===== config.mk =====
export PLATFORM = sky130hd
export DESIGN_NAME = wb_axis_adapter
export DESIGN_NICKNAME = d
export VERILOG_FILES = /design/src/rtl/wb_axis_adapter.sv
export SDC_FILE = /design/constraint.sdc
export NUM_CORES = 1
export LEC_CHECK = 0
export CORE_MARGIN = 5
export CORE_UTILIZATION = 25
export CTS_CLUSTER_SIZE = 16
export DETAILED_ROUTE_END_ITERATION = 10
export HOLD_SLACK_MARGIN = 0.08
export RECOVER_POWER = 50
export SLEW_MARGIN = 20
export SYNTH_ARGS = -nofsm -noshare
export SYNTH_HDL_FRONTEND = slang
export SYNTH_SLANG_ARGS = --single-unit
export TNS_END_PERCENT = 10

===== constraint.sdc =====
create_clock -name axis_clk -period 3.2 [get_ports axis_clk]
set_clock_uncertainty 0.05 [all_clocks]
set_input_delay 0.64 -clock axis_clk [delete_from_list [all_inputs] [get_ports axis_clk]]
set_output_delay 0.64 -clock axis_clk [all_outputs]
set_load 0.01 [all_outputs]

===== src/rtl/wb_axis_adapter.sv =====
// Wishbone slave that feeds X words to a FIR over AXI-Stream through a small FWFT FIFO
// and captures Y words from the FIR into a single register read back over Wishbone.
module wb_axis_adapter #(
  parameter int pADDR_WIDTH = 32,
  parameter int pDATA_WIDTH = 32,
  parameter int FIFO_DEPTH  = 4
) (
  input  logic                   axis_clk,
  input  logic                   axis_rst_n,
  input  logic                   wbs_cyc_i,
  input  logic                   wbs_stb_i,
  input  logic                   wbs_we_i,
  input  logic [3:0]             wbs_sel_i,
  input  logic [pADDR_WIDTH-1:0] wbs_adr_i,
  input  logic [pDATA_WIDTH-1:0] wbs_dat_i,
  output logic                   wbs_ack_o,
  output logic [pDATA_WIDTH-1:0] wbs_dat_o,
  output logic                   ss_tvalid,
  output logic [pDATA_WIDTH-1:0] ss_tdata,
  output logic                   ss_tlast,
  input  logic                   ss_tready,
  input  logic                   sm_tvalid,
  input  logic [pDATA_WIDTH-1:0] sm_tdata,
  input  logic                   sm_tlast,
  output logic                   sm_tready
);
  localparam int PTR_W = $clog2(FIFO_DEPTH);
  localparam int CNT_W = PTR_W + 1;
  localparam logic [CNT_W-1:0] DEPTH_C = CNT_W'(FIFO_DEPTH);
  localparam logic [7:0] OFF_LEN    = 8'h10;
  localparam logic [7:0] OFF_X      = 8'h80;
  localparam logic [7:0] OFF_Y      = 8'h84;
  localparam logic [7:0] OFF_STATUS = 8'h88;

  logic [pDATA_WIDTH-1:0] mem_q [FIFO_DEPTH];
  logic [pDATA_WIDTH-1:0] mem_d [FIFO_DEPTH];
  logic [PTR_W-1:0]       wr_ptr_q, wr_ptr_d, rd_ptr_q, rd_ptr_d;
  logic [CNT_W-1:0]       count_q, count_d;
  logic [9:0]             len_q, len_d, xcnt_q, xcnt_d;
  logic [pDATA_WIDTH-1:0] ybuf_q, ybuf_d;
  logic                   yfull_q, yfull_d;
  logic                   last_seen_q, last_seen_d;
  logic                   ack_q, ack_d;
  logic [pDATA_WIDTH-1:0] dat_q, dat_d;

  logic       fifo_empty, fifo_full, req, push, pop, capture;
  logic       len_wr, len_rd, x_wr, y_rd, status_rd;
  logic [7:0] offset;
  logic [2:0] cnt_sat;
  logic       unused_sel;

  assign unused_sel = ^wbs_sel_i;

  // A new access is never taken while the previous ack is on the bus.
  always_comb begin
    fifo_empty = (count_q == '0);
    fifo_full  = (count_q == DEPTH_C);
    offset     = wbs_adr_i[7:0];
    req        = wbs_cyc_i && wbs_stb_i && !ack_q && (wbs_adr_i[31:8] == 24'h30_0000);
    len_wr     = req &&  wbs_we_i && (offset == OFF_LEN);
    len_rd     = req && !wbs_we_i && (offset == OFF_LEN);
    x_wr       = req &&  wbs_we_i && (offset == OFF_X) && !fifo_full;
    y_rd       = req && !wbs_we_i && (offset == OFF_Y) && yfull_q;
    status_rd  = req && !wbs_we_i && (offset == OFF_STATUS);
    push       = x_wr;
    pop        = !fifo_empty && ss_tready;
    capture    = sm_tvalid && !yfull_q;
    if (32'(count_q) > 32'd7) cnt_sat = 3'd7;
    else                      cnt_sat = 3'(count_q);
  end

  always_comb begin
    mem_d       = mem_q;
    wr_ptr_d    = wr_ptr_q;
    rd_ptr_d    = rd_ptr_q;
    count_d     = count_q;
    len_d       = len_q;
    xcnt_d      = xcnt_q;
    ybuf_d      = ybuf_q;
    yfull_d     = yfull_q;
    last_seen_d = last_seen_q;
    ack_d       = len_wr || len_rd || x_wr || y_rd || status_rd;
    dat_d       = '0;

    if (len_rd)    dat_d[9:0] = len_q;
    if (y_rd)      dat_d      = ybuf_q;
    if (status_rd) dat_d[6:0] = {cnt_sat, last_seen_q, yfull_q, fifo_full, fifo_empty};

    if (push) begin
      mem_d[wr_ptr_q] = wbs_dat_i;
      wr_ptr_d        = wr_ptr_q + 1'b1;
    end
    if (pop) begin
      rd_ptr_d = rd_ptr_q + 1'b1;
      if (xcnt_q != len_q) xcnt_d = xcnt_q + 10'd1;
    end
    case ({push, pop})
      2'b10:   count_d = count_q + 1'b1;
      2'b01:   count_d = count_q - 1'b1;
      default: count_d = count_q;
    endcase

    // capture and Y-read never coincide: capture needs yfull low, the read needs it high
    if (capture) begin
      ybuf_d  = sm_tdata;
      yfull_d = 1'b1;
      if (sm_tlast) last_seen_d = 1'b1;
    end
    if (y_rd) yfull_d = 1'b0;

    if (len_wr) begin
      len_d       = wbs_dat_i[9:0];
      xcnt_d      = '0;
      last_seen_d = 1'b0;
    end
  end

  always_ff @(posedge axis_clk or negedge axis_rst_n) begin
    if (!axis_rst_n) begin
      for (int i = 0; i < FIFO_DEPTH; i++) mem_q[i] <= '0;
      wr_ptr_q    <= '0;
      rd_ptr_q    <= '0;
      count_q     <= '0;
      len_q       <= '0;
      xcnt_q      <= '0;
      ybuf_q      <= '0;
      yfull_q     <= 1'b0;
      last_seen_q <= 1'b0;
      ack_q       <= 1'b0;
      dat_q       <= '0;
    end else begin
      mem_q       <= mem_d;
      wr_ptr_q    <= wr_ptr_d;
      rd_ptr_q    <= rd_ptr_d;
      count_q     <= count_d;
      len_q       <= len_d;
      xcnt_q      <= xcnt_d;
      ybuf_q      <= ybuf_d;
      yfull_q     <= yfull_d;
      last_seen_q <= last_seen_d;
      ack_q       <= ack_d;
      dat_q       <= dat_d;
    end
  end

  assign wbs_ack_o = ack_q;
  assign wbs_dat_o = dat_q;
  assign ss_tvalid = !fifo_empty;
  assign ss_tdata  = mem_q[rd_ptr_q];
  assign ss_tlast  = !fifo_empty && (len_q != 10'd0) && (xcnt_q == len_q - 10'd1);
  assign sm_tready = !yfull_q;
endmodule


==> run summary <==
die width: 213 microns
WL final: 25800 microns
first-pass GRT wire length: 40300 microns
fmax: 303 MHz
setup ws final: -0.104 ns
r2r startpoint: wbs_ack_o
total gr overflow: 0
number of diodes: 0
final net count: 1005
mux cell area share after synthesis: 29.5%
# DRC: 0
Clk pin slew, worst setup/hold paths: 0.06 ns
most common cell after layout, fill and taps aside: dfrtp_1
setup tns final: -0.104 ns
area of the multi-input gates: 0.00455 sq mm
Cell Chain, Critical Path: or4_4 -> o32a_1 -> o22ai_1 -> o211ai_1 -> nor4_2 -> buf_4 -> buf_6
largest family of logic cells by synthesized area: multiplexers
Reg2Reg Depth: 10
First DRT Iteration DRCs: 230
Synth Net Count: 804
area leader, netlist: dfrtp_1
synth warn: 0
clock share of power: 50.4%
top_reg_cell synth: dfrtp_1
layout cell share with drive strength beyond 1: 33.7%
CTS Buf Count: 26
Rel. slew slack: -52.4%
DIE AREA: 0.0455 sq mm
clk_lat worst skew: 0.54 ns
clock sink count: 222
clk buf depth: 3
DIE HEIGHT: 213 microns
RSZ-0062 raised after global routing: yes
post-synthesis sequential area ratio: 53.8%
All-Layer GR Usage: 11.2%
worst-margin pin slew: 2.29 ns
synthesized cell area: 0.0103 sq mm
total power: 6560 uW
fraction of registers with async set/reset: 100%
Data arrival, critical path: 2.61 ns
wire length per cell: 18.0 microns
failing checks: max-capacitance violations, max-slew violations, negative setup slack
CP max-delay cell: or4_4
vias per cell: 4.44
crit start category: flip-flop
Area growth, synth to finish: 34.9%
Gate power share: 5.6%
Routed Antenna Nets: 0
TritonCTS clock tree: done
number of fillers in the final layout: 3900
sequential cell area: 0.00556 sq mm
Worst Setup SP: len_q[1]
Final Hold Fails: 0
crit path to: ss_tlast
Int Pwr: 5180 uW
vias in the first global route: 6911
crit end category: output pin
Slew Viols, Final: 88
r2r setup slk: 0.82 ns
Setup Slack @ Placement: -0.266 ns
critical path class: flip-flop to output pin
r2r endpoint: cnt_sat[2]
Synth Area in Adders: 1.16%
hold buffers post-CTS: 0
Cells after Synth: 687
DRT Pass-1 Iters: 4
Largest stage delay, worst path: 0.52 ns
hold path start: mem_q[40]
Final Critical Period: 3.30 ns
Max-cap violations: 1
Design Area, Final: 0.0139 sq mm
leakage power: 0.00668 uW
Tcrit/Tclk final: 103%
placed inst area: 0.0130 sq mm
Initial Util: 25.3%
most frequent cells in the layout: dfrtp_1, clkdlybuf4s50_1, mux2_4, mux2_2
Post-Synth Simple-Gate Area: 7.65%
post-synthesis cell type count: 52
Final HPWL DP: 18200 microns
FP Rows: 74
number of antenna violations at the first check in global routing: 0
final RePlAce weighted congestion: 0.790
Core Area: 0.0408 sq mm
mean area per synthesized cell: 15.0 sq um
Root Buffer: clkbuf_16
Via Count: 6397
Final Util: 34.1%
post-synth top area share: 53.8%
Flop pwr share: 44.0%
quantity of I/O buffers inserted on ports: 171
XOR/XNOR Fraction of Synth Area: 1.61%
EDFF count, synth: 0
largest cells by area after synthesis: dfrtp_1, mux2_4, mux2_2
sw frac: 21.1%
status: finished with violations
Hold WC Path Type: flip-flop to flip-flop
peak supply drop: 0.388 mV
Synth Area in Compound Gates: 3.49%
NetSw: 1380 uW
endpoints failing setup: 1
pwr dens: 471 mW/mm^2
largest net degree at the start of global routing: 89
flops & latches, synth: 222
I/O pin count: 176
CP max FO: 4
H-tree Lvls: 1
CP required: 2.51 ns
worst min path at each step:
stage / end / slack, ns / cells after the start
finish: mem_q[40] / 0.43 / 1
global route: mem_q[40] / 0.46 / 1
CTS: wbs_dat_o[23] / 0.1 / 1
detailed placement: mem_q[41] / 0.43 / 1
global placement: mem_q[40] / 0.42 / 1
floorplan: cnt_sat[0] / 0.29 / 0
cell usage after synthesis, types with 7 or more instances:
master and count:
and3_1 27, nor2_1 11, xor2_1 7, xnor2_1 12
a22oi_1 9, clkbuf_1 27, mux4_2 32, or3_1 9
inv_1 12, ha_1 8, mux2_2 65, mux2_4 100
dfrtp_1 222, or4_1 7, buf_6 12, o21ai_0 8
nand2b_1 7, nand3_1 10, nand2_1 17
flip-flops by register name (all words and copies together), names as in the netlist:
register	count
wbs_dat_o	32
xcnt_q	10
len_q	10
cnt_sat	3
wbs_ack_o	1
rd_ptr_q	2
last_seen_q	1
ybuf_q	32
mem_q	128
yfull_q	1
wr_ptr_q	2
power groups by stage:
stage	Combinational, uW	Clock [uW]	Sequential, uW
floorplan	126	0	2930
global placement	377	0	2940
detailed placement	382	0	2940
CTS	384	3410	2890
global route	405	3500	2890
finish	365	3300	2890
metrics by stage:
step / hold WS, ns / instances
final: 0.434 / 1440
after global placement: 0.418 / 1392
after detailed placement: 0.429 / 1392
after floorplan: 0.294 / 687
after global routing: 0.456 / 1440
after CTS: 0.0953 / 1440
routing by layer:
layer	track usage, %	up-vias	share of wire, %	wire [microns]
li1	-	2929	-	-
met1	14.7	3318	44	11500
met2	19.2	114	49	12800
met3	2.12	36	4.1	1050
met4	2.94	0	2.1	546
met5	0	-	0	0
worst max-delay path: cells and delay by family, from the launching register on:
family          cells  cell delay [ns]
simple gates        2             0.83
compound gates      3             0.56
flops               1             0.42
buf+inv             2             0.28
layout make-up:
| class | count | share of cell area, % |
|---|---|---|
| flip-flops and latches | 222 | 39.9 |
| well taps | 532 | 4.78 |
| clock inverters | 11 | 1.57 |
| clock buffers | 37 | 5.40 |
| multi-input cells | 411 | 32.6 |
| inverters | 12 | 0.323 |
| repair buffers | 215 | 15.4 |
repair_timing:
action                     CTS  global route
setup endpoints to repair    1             8
pin swaps                    5             0
cloned                       0             0
resized for setup           12             7
buffers inserted             0             0
kinds of logic after synthesis:
family          after synthesis
flops                       222
compound gates               51
simple gates                127
xor+xnor                     19
fa+ha+maj                     9
buf+inv                      54
mux                         205
Note: power is estimated with default switching activity, not from simulation.
